`src/rtl/vc_link_scheduler_if.sv`:
```
// Bundle between the per-VC buffers, the scheduler and the physical link.
// The slave view belongs to the scheduler. The master view belongs to
// whatever drives the VC side and credit returns.
interface vc_link_scheduler_if #(
  parameter int N_VC       = 3,
  parameter int FLIT_WIDTH = 34
);
  logic [N_VC-1:0]            vc_valid_i;
  logic [N_VC*FLIT_WIDTH-1:0] vc_fdata_i;
  logic [N_VC-1:0]            vc_ready_o;
  logic [N_VC-1:0]            credit_i;
  logic                       link_valid_o;
  logic [FLIT_WIDTH-1:0]      link_fdata_o;
  logic [1:0]                 link_vc_id_o;
  logic                       credit_err_o;
  logic                       proto_err_o;

  modport master (
    output vc_valid_i, vc_fdata_i, credit_i,
    input  vc_ready_o, link_valid_o, link_fdata_o, link_vc_id_o,
           credit_err_o, proto_err_o
  );

  modport slave (
    input  vc_valid_i, vc_fdata_i, credit_i,
    output vc_ready_o, link_valid_o, link_fdata_o, link_vc_id_o,
           credit_err_o, proto_err_o
  );
endinterface

```
`src/rtl/vc_link_scheduler.sv`:
```
// Per-output-port VC scheduler. Each cycle it makes a credit-gated
// round-robin pick among the VCs and pops that VC's buffer. The picked
// flit goes onto the link one cycle later through an output register.
// Per-VC head/tail framing is tracked, and protocol slips raise sticky flags.
module vc_link_scheduler #(
  parameter int N_VC       = 3,
  parameter int FLIT_WIDTH = 34,
  parameter int CREDITS    = 2
) (
  input  logic                clk,
  input  logic                arst,
  vc_link_scheduler_if.slave  bus
);

  localparam int CW = $clog2(CREDITS + 1);
  localparam int IW = (N_VC > 1) ? $clog2(N_VC) : 1;

  typedef enum logic { IDLE = 1'b0, PKT = 1'b1 } pkt_state_e;
  typedef enum logic [1:0] {
    FT_HEAD   = 2'b00,
    FT_BODY_A = 2'b01,
    FT_BODY_B = 2'b10,
    FT_TAIL   = 2'b11
  } flit_type_e;

  logic [CW-1:0]         cnt [N_VC];
  pkt_state_e            pkt_state [N_VC];
  pkt_state_e            pkt_next  [N_VC];
  logic [1:0]            last_grant;
  logic [N_VC-1:0]       eligible;
  logic [N_VC-1:0]       full;
  logic [N_VC-1:0]       grant_oh;
  logic                  grant_valid;
  logic [1:0]            grant;
  logic [IW-1:0]         idx;
  logic [FLIT_WIDTH-1:0] sel_flit;
  flit_type_e            ftype;
  logic                  proto_bad;
  logic                  credit_over;

  // A VC may compete when it has a flit and a downstream slot.
  always_comb begin
    // NOTE: every comb output gets a default first so no path can infer a latch.
    eligible = '0;
    full     = '0;
    for (int v = 0; v < N_VC; v++) begin
      eligible[v] = bus.vc_valid_i[v] && (cnt[v] != '0);
      full[v]     = (cnt[v] == CW'(CREDITS));
    end
    credit_over = |(bus.credit_i & ~grant_oh & full);
  end

  // Round-robin search from last_grant+1 upward. It scans from the far end,
  // so the nearest eligible VC is the one written last.
  always_comb begin
    grant_valid = 1'b0;
    grant       = 2'd0;
    grant_oh    = '0;
    idx         = '0;
    for (int i = N_VC; i >= 1; i--) begin
      idx = IW'((int'(last_grant) + i) % N_VC);
      if (eligible[idx]) begin
        grant_valid   = 1'b1;
        grant         = 2'((int'(last_grant) + i) % N_VC);
        grant_oh      = '0;
        grant_oh[idx] = 1'b1;
      end
    end
  end

  // Select the granted VC's flit and decode its type.
  always_comb begin
    sel_flit = '0;
    for (int v = 0; v < N_VC; v++)
      if (grant_oh[v]) sel_flit = bus.vc_fdata_i[v*FLIT_WIDTH +: FLIT_WIDTH];
    ftype = flit_type_e'(sel_flit[FLIT_WIDTH-1 -: 2]);
  end

  // Packet FSM state register: one IDLE/PKT bit per VC.
  always_ff @(posedge clk) begin
    // NOTE: sequential state uses non-blocking assignments so all flops update together.
    if (arst) begin
      for (int v = 0; v < N_VC; v++) pkt_state[v] <= IDLE;
    end else begin
      for (int v = 0; v < N_VC; v++) pkt_state[v] <= pkt_next[v];
    end
  end

  // Packet FSM next state: only the VC that transfers this cycle moves.
  always_comb begin
    proto_bad = 1'b0;
    for (int v = 0; v < N_VC; v++) begin
      pkt_next[v] = pkt_state[v];
      if (grant_oh[v]) begin
        unique case (pkt_state[v])
          IDLE: if (ftype == FT_HEAD) pkt_next[v] = PKT;
                else                  proto_bad   = 1'b1;
          PKT:  if (ftype == FT_HEAD)      proto_bad   = 1'b1;
                else if (ftype == FT_TAIL) pkt_next[v] = IDLE;
          default: pkt_next[v] = IDLE;
        endcase
      end
    end
  end

  // Pop strobe to the buffers: the one-hot grant, or nothing.
  always_comb begin
    bus.vc_ready_o = grant_oh;
  end

  // Credit counters: a send consumes a credit, a return restores one.
  // A return while the counter is full is dropped here and flagged below.
  always_ff @(posedge clk) begin
    // NOTE: the counter array is reset explicitly because eligibility depends on it.
    if (arst) begin
      for (int v = 0; v < N_VC; v++) cnt[v] <= CW'(CREDITS);
    end else begin
      for (int v = 0; v < N_VC; v++) begin
        unique case ({grant_oh[v], bus.credit_i[v]})
          2'b10:   cnt[v] <= cnt[v] - CW'(1);
          2'b01:   if (!full[v]) cnt[v] <= cnt[v] + CW'(1);
          default: cnt[v] <= cnt[v];
        endcase
      end
    end
  end

  // Link output register and round-robin pointer.
  // The pointer advances only on a transfer.
  always_ff @(posedge clk) begin
    if (arst) begin
      bus.link_valid_o <= 1'b0;
      bus.link_fdata_o <= '0;
      bus.link_vc_id_o <= 2'd0;
      last_grant       <= 2'(N_VC - 1);
    end else if (grant_valid) begin
      bus.link_valid_o <= 1'b1;
      bus.link_fdata_o <= sel_flit;
      bus.link_vc_id_o <= grant;
      last_grant       <= grant;
    end else begin
      bus.link_valid_o <= 1'b0;
    end
  end

  // Sticky error flags, cleared only by reset.
  always_ff @(posedge clk) begin
    if (arst) begin
      bus.credit_err_o <= 1'b0;
      bus.proto_err_o  <= 1'b0;
    end else begin
      if (credit_over) bus.credit_err_o <= 1'b1;
      if (proto_bad)   bus.proto_err_o  <= 1'b1;
    end
  end

endmodule

```
`src/flat_wrapper.sv`:
```
// flat-port wrapper written by rule: the top's interface ports become plain ports
module vc_link_scheduler_flat 
#(
  parameter int N_VC       = 3,
  parameter int FLIT_WIDTH = 34,
  parameter int CREDITS    = 2
)
  (clk, arst, bus_vc_valid_i, bus_vc_fdata_i, bus_credit_i, bus_vc_ready_o, bus_link_valid_o, bus_link_fdata_o, bus_link_vc_id_o, bus_credit_err_o, bus_proto_err_o);
  vc_link_scheduler_if #(.N_VC(N_VC), .FLIT_WIDTH(FLIT_WIDTH)) bus_i ();
  input  logic clk;
  input  logic arst;
  input wire logic [$bits(bus_i.vc_valid_i)-1:0] bus_vc_valid_i;
  input wire logic [$bits(bus_i.vc_fdata_i)-1:0] bus_vc_fdata_i;
  input wire logic [$bits(bus_i.credit_i)-1:0] bus_credit_i;
  output wire logic [$bits(bus_i.vc_ready_o)-1:0] bus_vc_ready_o;
  output wire logic [$bits(bus_i.link_valid_o)-1:0] bus_link_valid_o;
  output wire logic [$bits(bus_i.link_fdata_o)-1:0] bus_link_fdata_o;
  output wire logic [$bits(bus_i.link_vc_id_o)-1:0] bus_link_vc_id_o;
  output wire logic [$bits(bus_i.credit_err_o)-1:0] bus_credit_err_o;
  output wire logic [$bits(bus_i.proto_err_o)-1:0] bus_proto_err_o;
  assign bus_i.vc_valid_i = bus_vc_valid_i;
  assign bus_i.vc_fdata_i = bus_vc_fdata_i;
  assign bus_i.credit_i = bus_credit_i;
  assign bus_vc_ready_o = bus_i.vc_ready_o;
  assign bus_link_valid_o = bus_i.link_valid_o;
  assign bus_link_fdata_o = bus_i.link_fdata_o;
  assign bus_link_vc_id_o = bus_i.link_vc_id_o;
  assign bus_credit_err_o = bus_i.credit_err_o;
  assign bus_proto_err_o = bus_i.proto_err_o;
  vc_link_scheduler #(.N_VC(N_VC), .FLIT_WIDTH(FLIT_WIDTH), .CREDITS(CREDITS)) u_core (.clk(clk), .arst(arst), .bus(bus_i));
endmodule
```
`config.mk`:
```
export PLATFORM = sky130hd
export DESIGN_NAME = vc_link_scheduler_flat
export DESIGN_NICKNAME = d
export VERILOG_FILES = /design/src/rtl/vc_link_scheduler_if.sv /design/src/rtl/vc_link_scheduler.sv /design/src/flat_wrapper.sv
export SDC_FILE = /design/constraint.sdc
export NUM_CORES = 1
export LEC_CHECK = 0
export BUFFER_PORTS_ARGS = -buffer_cell sky130_fd_sc_hd__buf_2
export CORE_UTILIZATION = 40
export CTS_BUF_LIST = sky130_fd_sc_hd__clkbuf_4 sky130_fd_sc_hd__clkbuf_8 sky130_fd_sc_hd__clkbuf_16
export CTS_CLUSTER_SIZE = 14
export DETAILED_ROUTE_END_ITERATION = 10
export PLACE_DENSITY = 0.83
export SLEW_MARGIN = 5
export SYNTH_ARGS = -nofsm -noshare
export SYNTH_HDL_FRONTEND = slang
export SYNTH_SLANG_ARGS = --single-unit
```
`constraint.sdc`:
```
create_clock -name clk -period 4.19 [get_ports clk]
set_clock_uncertainty 0.15 [all_clocks]
set_input_delay 0.2095 -clock clk [delete_from_list [all_inputs] [get_ports clk]]
set_output_delay 0.2095 -clock clk [all_outputs]
set_load 0.05 [all_outputs]
```
# [Word level (Yosys, flattened, before mapping)]
# Memory sizes are Yosys's and may differ from the RTL's.
# Index checks and enable logic that the tools add are counted.
[classes] addsub=9 div_mod_pow=3 n_lt_le_gt_ge=6 n_eq_ne=10 n_mux=90 n_bitwise=18 n_reduce_logical=14
[op_table] op="2-to-1 mux 34 bit" n=3
[op_table] op="remainder unit 32 x 3 -> 32 bit, second input constant" n=3
[op_table] op="2-to-1 mux 1 bit" n=60
[op_table] op="2-to-1 mux 2 bit" n=12
[op_table] op="equality test 2 bit, second input constant" n=7
[op_table] op="bitwise OR 1 bit" n=12
[op_table] op="one-hot mux 1 bit (2 select lines)" n=6
[op_table] op="less-than comparator 2 x 3 -> 1 bit, second input constant" n=3
[op_table] op="2-to-1 mux 3 bit" n=3
[op_table] op="adder 2 x 1 -> 2 bit, second input constant" n=3
[op_table] op="adder 2 x 2 -> 3 bit, second input constant" n=2
[op_table] op="AND 3 bit" n=2
[op_table] op="binary-select mux 1 bit (select 2 bit)" n=3
[op_table] op="demux 1 bit (select 2 bit)" n=3
[op_table] op="equality test 2 x 1 -> 1 bit, second input constant" n=3
[op_table] op="greater-or-equal comparator 2 x 1 -> 1 bit, second input constant" n=3
[op_table] op="logical AND 1 bit" n=6
[op_table] op="nonzero test 2 bit" n=3
[op_table] op="OR reduction 2 bit" n=3
[op_table] op="subtractor 2 x 1 -> 2 bit, second input constant" n=3
[op_table] op="adder 2 x 1 -> 3 bit, second input constant" n=1
[op_table] op="inverter 1 bit" n=3
[op_table] op="inverter 3 bit" n=1
[op_table] op="OR reduction 3 bit" n=1
[op_table] op="logical NOT 2 bit" n=1
[word_totals] register_bits=41 mem_bits_rw=9 input_bits=110 mem_count=2
[mem_list] memory="u_core.cnt" depth=3 word_bits=2 rd=3 rd_ports_with_merged_regs=0 write_ports=3 line_no="vc_link_scheduler.sv:26" text="logic [CW-1:0] cnt [N_VC];"
[mem_list] memory="u_core.pkt_state" depth=3 word_bits=1 rd=3 rd_ports_with_merged_regs=0 write_ports=3 line_no="vc_link_scheduler.sv:27" text="pkt_state_e pkt_state [N_VC];"

# [Longest topological paths before layout]
[depth] word_depth=22 ltp_mapped=15 ltp_nobuf=13

# [Least setup slack after synthesis]
# OpenSTA, ideal clock, no wires.
[synth_path] path_type="reg2reg" start="register u_core.last_grant[0]" end="memory u_core.cnt[2][1] in the netlist's numbering, data pin" arrival_ns=3.127 t_required_ns=3.786 setup_slack_ns=0.659 path_stages_with_launch=16 n_path_buf=3 path_cell_list="dfxtp_1 > inv_1 > ha_1 > buf_4 > inv_1 > a211o_1 > a221oi_2 > a21oi_4 > inv_2 > buf_6 > clkbuf_1 > ha_1 > nor2_1 > a31oi_1 > nand3_1 > o21a_1"
[synth_rtl] element="start, declared" line_no="vc_link_scheduler.sv:29" text="logic [1:0] last_grant;"
[synth_rtl] element="start signal, assigned" line_no="vc_link_scheduler.sv:135" text="last_grant <= 2'(N_VC - 1);"
[synth_rtl] element="start signal, assigned" line_no="vc_link_scheduler.sv:140" text="last_grant <= grant;"
[synth_rtl] element="end, declared" line_no="vc_link_scheduler.sv:26"

# [Worst setup path after layout]
[layout_path] start="register u_core.last_grant[0]" end="register u_core.bus.proto_err_o"
[layout_via] elab_chain_len=22 elab_cells_between_ends=46 cone_classes="add/sub: 3; div: 3; order compare: 6; mux: 30; reduce/logical: 4"
[layout_lines] element="adder 2 x 2 -> 3 bit" line_no="vc_link_scheduler.sv:61" text="idx = IW'((int'(last_grant) + i) % N_VC);"
[layout_lines] element="remainder unit 32 x 3 -> 32 bit" line_no="vc_link_scheduler.sv:61"
[layout_lines] element="less-than comparator 2 x 3 -> 1 bit (implied by the code) / greater-or-equal comparator 2 x 1 -> 1 bit (equally long branches)" line_no="vc_link_scheduler.sv:66" text="grant_oh[idx] = 1'b1;"
[layout_lines] element="logical AND 1 bit (implied by the code)" line_no="vc_link_scheduler.sv:66"
[layout_lines] element="2-to-1 mux 1 bit (implied by the code)" line_no="vc_link_scheduler.sv:66"
[layout_lines] element="demux 1 bit (select 2 bit)"
[layout_lines] element="2-to-1 mux 3 bit (2 in a row)" line_no="vc_link_scheduler.sv:62" text="if (eligible[idx]) begin"
[layout_lines] element="2-to-1 mux 3 bit *" line_no="vc_link_scheduler.sv:62"
[layout_lines] element="(+5 left out)"
[layout_lines] element="one-hot mux 1 bit (2 select lines)" line_no="vc_link_scheduler.sv:95" text="unique case (pkt_state[v])"
[layout_lines] element="2-to-1 mux 1 bit" line_no="vc_link_scheduler.sv:94" text="if (grant_oh[v]) begin"
[layout_lines] element="2-to-1 mux 1 bit (on tied branches)" line_no="vc_link_scheduler.sv:98, vc_link_scheduler.sv:96"
[layout_lines] element="one-hot mux 1 bit (2 select lines)" line_no="vc_link_scheduler.sv:95"
[layout_lines] element="2-to-1 mux 1 bit" line_no="vc_link_scheduler.sv:94"
[layout_lines] element="2-to-1 mux 1 bit (on tied branches)" line_no="vc_link_scheduler.sv:98, vc_link_scheduler.sv:96"
[layout_lines] element="one-hot mux 1 bit (2 select lines)" line_no="vc_link_scheduler.sv:95"
[layout_lines] element="2-to-1 mux 1 bit *" line_no="vc_link_scheduler.sv:94"
[layout_lines] element="end signal, assigned" line_no="vc_link_scheduler.sv:150" text="bus.proto_err_o <= 1'b0;"
[layout_lines] element="end signal, assigned" line_no="vc_link_scheduler.sv:153" text="if (proto_bad) bus.proto_err_o <= 1'b1;"
[layout_lines] element="end, declared" line_no="vc_link_scheduler_if.sv:27" text="credit_err_o, proto_err_o"
# Every way passes the cells marked *; elsewhere a longest branch is shown, timed or not. The select of a mux whose other input is x is not followed.
# A chain may end at the register's enable or synchronous reset.

==> out/metrics.csv <==
stage,metric,value,unit
clocking,insertion_delay,0.30,ns
min_path,hold_depth,3,
grt,grt_pass1_vias,2896,
floorplan,die_area,7750,µm²
clocking,cts_setup_buffers,0,
grt,gr-usage-all-layers,0.220,
layout,fin_area,3850,µm²
sta,relSlewSlack,0.376,
floorplan,dieWidth,88.0,µm
synthesis,yosysUniqueCellTypes,55,
grt,grt_first_pass_wirelength,13500,µm
layout,nNetsFinal,611,
floorplan,dieHeight,88.0,µm
setup_path,cp-start-kind,flop,
setup_path,cp.arrival,3.80,ns
sta,finalCritPeriodShare,0.899,
setup_path,cp-end-kind,flop,
placed_design,gp_congestion,0.921,
sta,slew_violations,0,
drt,num_vias,3212,
sta,rsz0062_at_grt,no,
synthesis,ys_seq_elements,49,
sta,finalSetupViolCount,0,
clocking,cts_buffers,5,
setup_path,critPathKind,flop to flop,
placed_design,dp_cells,578,
layout,stdcell_count,586,
drt,antenna_left,0,
synthesis,synth_area,2960,µm²
synthesis,synthCells,354,
layout,final_common_cell,buf_2,
sta,layout_min_cycle_time,3.77,ns
setup_path,cp.required,4.22,ns
drt,drc,0,
power_and_ir_drop,peakVddDrop,0.498,mV
grt,antenna_found_initial,0,
synthesis,ys.flop_type,dfxtp_1,
layout,post-route-util,0.552,
drt,wl,8410,µm
sta,fin_ws,0.424,ns
min_path,min_delay_worst_endpoint,u_core.bus.link_fdata_o[11],
synthesis,synth-edff-count,6,
power_and_ir_drop,cellLeakagePower,1.76,nW
clocking,clockBufferDepth,2,
layout,area_delta_synth_final,30.2,%
drt,dr.pass1.iters,4,
clocking,path_clk_slew,0.09,ns
power_and_ir_drop,power_density,1010,nW/µm²
floorplan,num_io_pins,152,
layout,n_antenna_cell,0,
outcome,status,completed,
synthesis,synth_nets,476,
drt,via_per_inst,5.48,
synthesis,syn_area_per_cell,8.36,µm²
grt,grt_overflow_total,0,
layout,drive_above_1_share,0.376,
floorplan,core-area,6980,µm²
clocking,htree_levels,2,
sta,hold_viol,0,
sta,worst_slew_pin_slew,0.936,ns
clocking,cts_resized,0,
floorplan,start_util,0.424,
clocking,ctsHoldBuffers,0,
synthesis,ys_warn_count,0,
clocking,cts_root_buf,clkbuf_8,
floorplan,rows,30,
clocking,cts_tree,built,
placed_design,placed_cell_area,3760,µm²
drt,drt_iter0_markers,179,
clocking,clkSinkCount,49,
min_path,holdCritStartpoint,bus_vc_fdata_i[79],
synthesis,yosysSeqAreaShare,0.352,
setup_path,r2r_setup_slack,0.42,ns
run,maxCapViolations,0,
placed_design,place_ws,0.490,ns
setup_path,critical_path_peak_fanout,19,
grt,grt_max_degree,55,
layout,fill_cells,675,
sta,max_freq,0.266,GHz
layout,final_cell_mix,"151 x buf_2, 47 x nand2_1, 47 x a21oi_1, 43 x dfxtp_1, 32 x a221o_1",
placed_design,dp_hpwl,6290,µm
synthesis,async_flop_share,0,
sta,fin_tns_setup,0,ns
placed_design,io_buffers,151,
setup_path,r2r_cells,11,
drt,wire_per_inst,14.4,µm
min_path,min_path_type,input port to flop,
setup_path,worstReg2RegEnd,u_core.bus.proto_err_o,
setup_path,rr_startpoint,u_core.last_grant[0],
==> where the power goes <==
part	total [mW]	internal, mW	switching, mW
sequential	0.787	0.678	0.109
combinational	2.82	0.995	1.82
clock	0.292	0.134	0.158
total	3.89	1.81	2.09
==> worst max-delay path, stage by stage (launching register included) <==
cell and delay [ns]:
dfxtp_1 0.41, inv_1 0.09, ha_1 0.42, inv_1 0.16, nor3_1 0.36, a221oi_2 0.11
a21oi_4 0.42, inv_2 0.25, and2_1 0.25, a311oi_4 0.38, a211oi_1 0.13, or4_1 0.54
==> cells by family (layout without fill, tap and decap cells) <==
logic type      count (synthesis)  count (layout)  share of synthesized area
flops                          49              49                      0.352
fa+ha+maj                      12              12                     0.0507
simple gates                   96              96                      0.156
xor+xnor                        1               1                    0.00296
compound gates                152             152                      0.372
buf+inv                        43             179                     0.0638
mux                             1               1                    0.00380
==> flip-flops by register name (all words and copies together), names as in the netlist <==
name,cells
u_core.bus.credit_err_o,1
u_core.bus.link_fdata_o,34
u_core.pkt_state,3
u_core.bus.link_valid_o,1
u_core.last_grant,2
u_core.bus.proto_err_o,1
u_core.bus.link_vc_id_o,1
u_core.cnt,6
==> worst max path at each step <==
stage | endpoint | cells after the start | slack [ns] | from
4_1_cts | u_core.bus.proto_err_o | 11 | 0.47 | u_core.last_grant[0]
3_3_place_gp | u_core.bus.proto_err_o | 11 | 0.64 | u_core.last_grant[0]
6_report | u_core.bus.proto_err_o | 11 | 0.42 | u_core.last_grant[0]
5_1_grt | u_core.bus.proto_err_o | 11 | 0.09 | u_core.last_grant[0]
2_1_floorplan | u_core.cnt[2][1] | 15 | 0.66 | u_core.last_grant[0]
3_5_place_dp | u_core.bus.proto_err_o | 11 | 0.49 | u_core.last_grant[0]
==> Yosys cell counts (2+ instances only) <==
library cell  instances  area [µm²]
o21ai_1              15        75.1
o211ai_1              3        22.5
nand3_1               7        35.0
a211oi_1              3        22.5
inv_1                11        41.3
ha_1                 12         150
o21ai_0              22         110
o21bai_1              4        30.0
a31oi_1               3        18.8
nor3_1                4        20.0
nand3b_1              2        15.0
and2_1                2        12.5
clkbuf_1             23        86.3
nand2_1              47         176
edfxtp_1              6         180
nor2b_1               5        31.3
a21oi_1              48         240
buf_6                 2        22.5
a221o_1              32         320
nand2b_1              7        43.8
o32ai_1               2        17.5
o21a_1                2        15.0
and3_1                2        12.5
buf_4                 3        22.5
inv_2                 3        11.3
nor2_1               13        48.8
dfxtp_1              43         861
==> metrics by stage <==
stage                     hold slack (ns)  total power [mW]
final                              0.0445              3.89
after detailed placement            0.294              3.60
after CTS                          0.0344              3.91
after global placement              0.286              3.55
after global routing               0.0442              4.23
after floorplan                     0.244              3.02
==> layout make-up <==
class,instances,area [µm²],area share
multi-input cells,262,1740,0.452
repair buffers,157,801,0.208
well taps,96,120,0.0312
clock buffers,6,82.6,0.0214
clock inverters,2,13.8,0.00357
flip-flops and latches,49,1040,0.270
inverters,14,52.6,0.0136
==> per-layer routing <==
| layer | vias up | track usage | share of wire |
|---|---|---|---|
| li1 | 1583 | - | - |
| met1 | 1479 | 0.296 | 0.42 |
| met2 | 136 | 0.360 | 0.49 |
| met3 | 14 | 0.0358 | 0.071 |
| met4 | 0 | 0.0704 | 0.016 |
| met5 | - | 0 | 0 |
(Power assumes the default switching activity.)
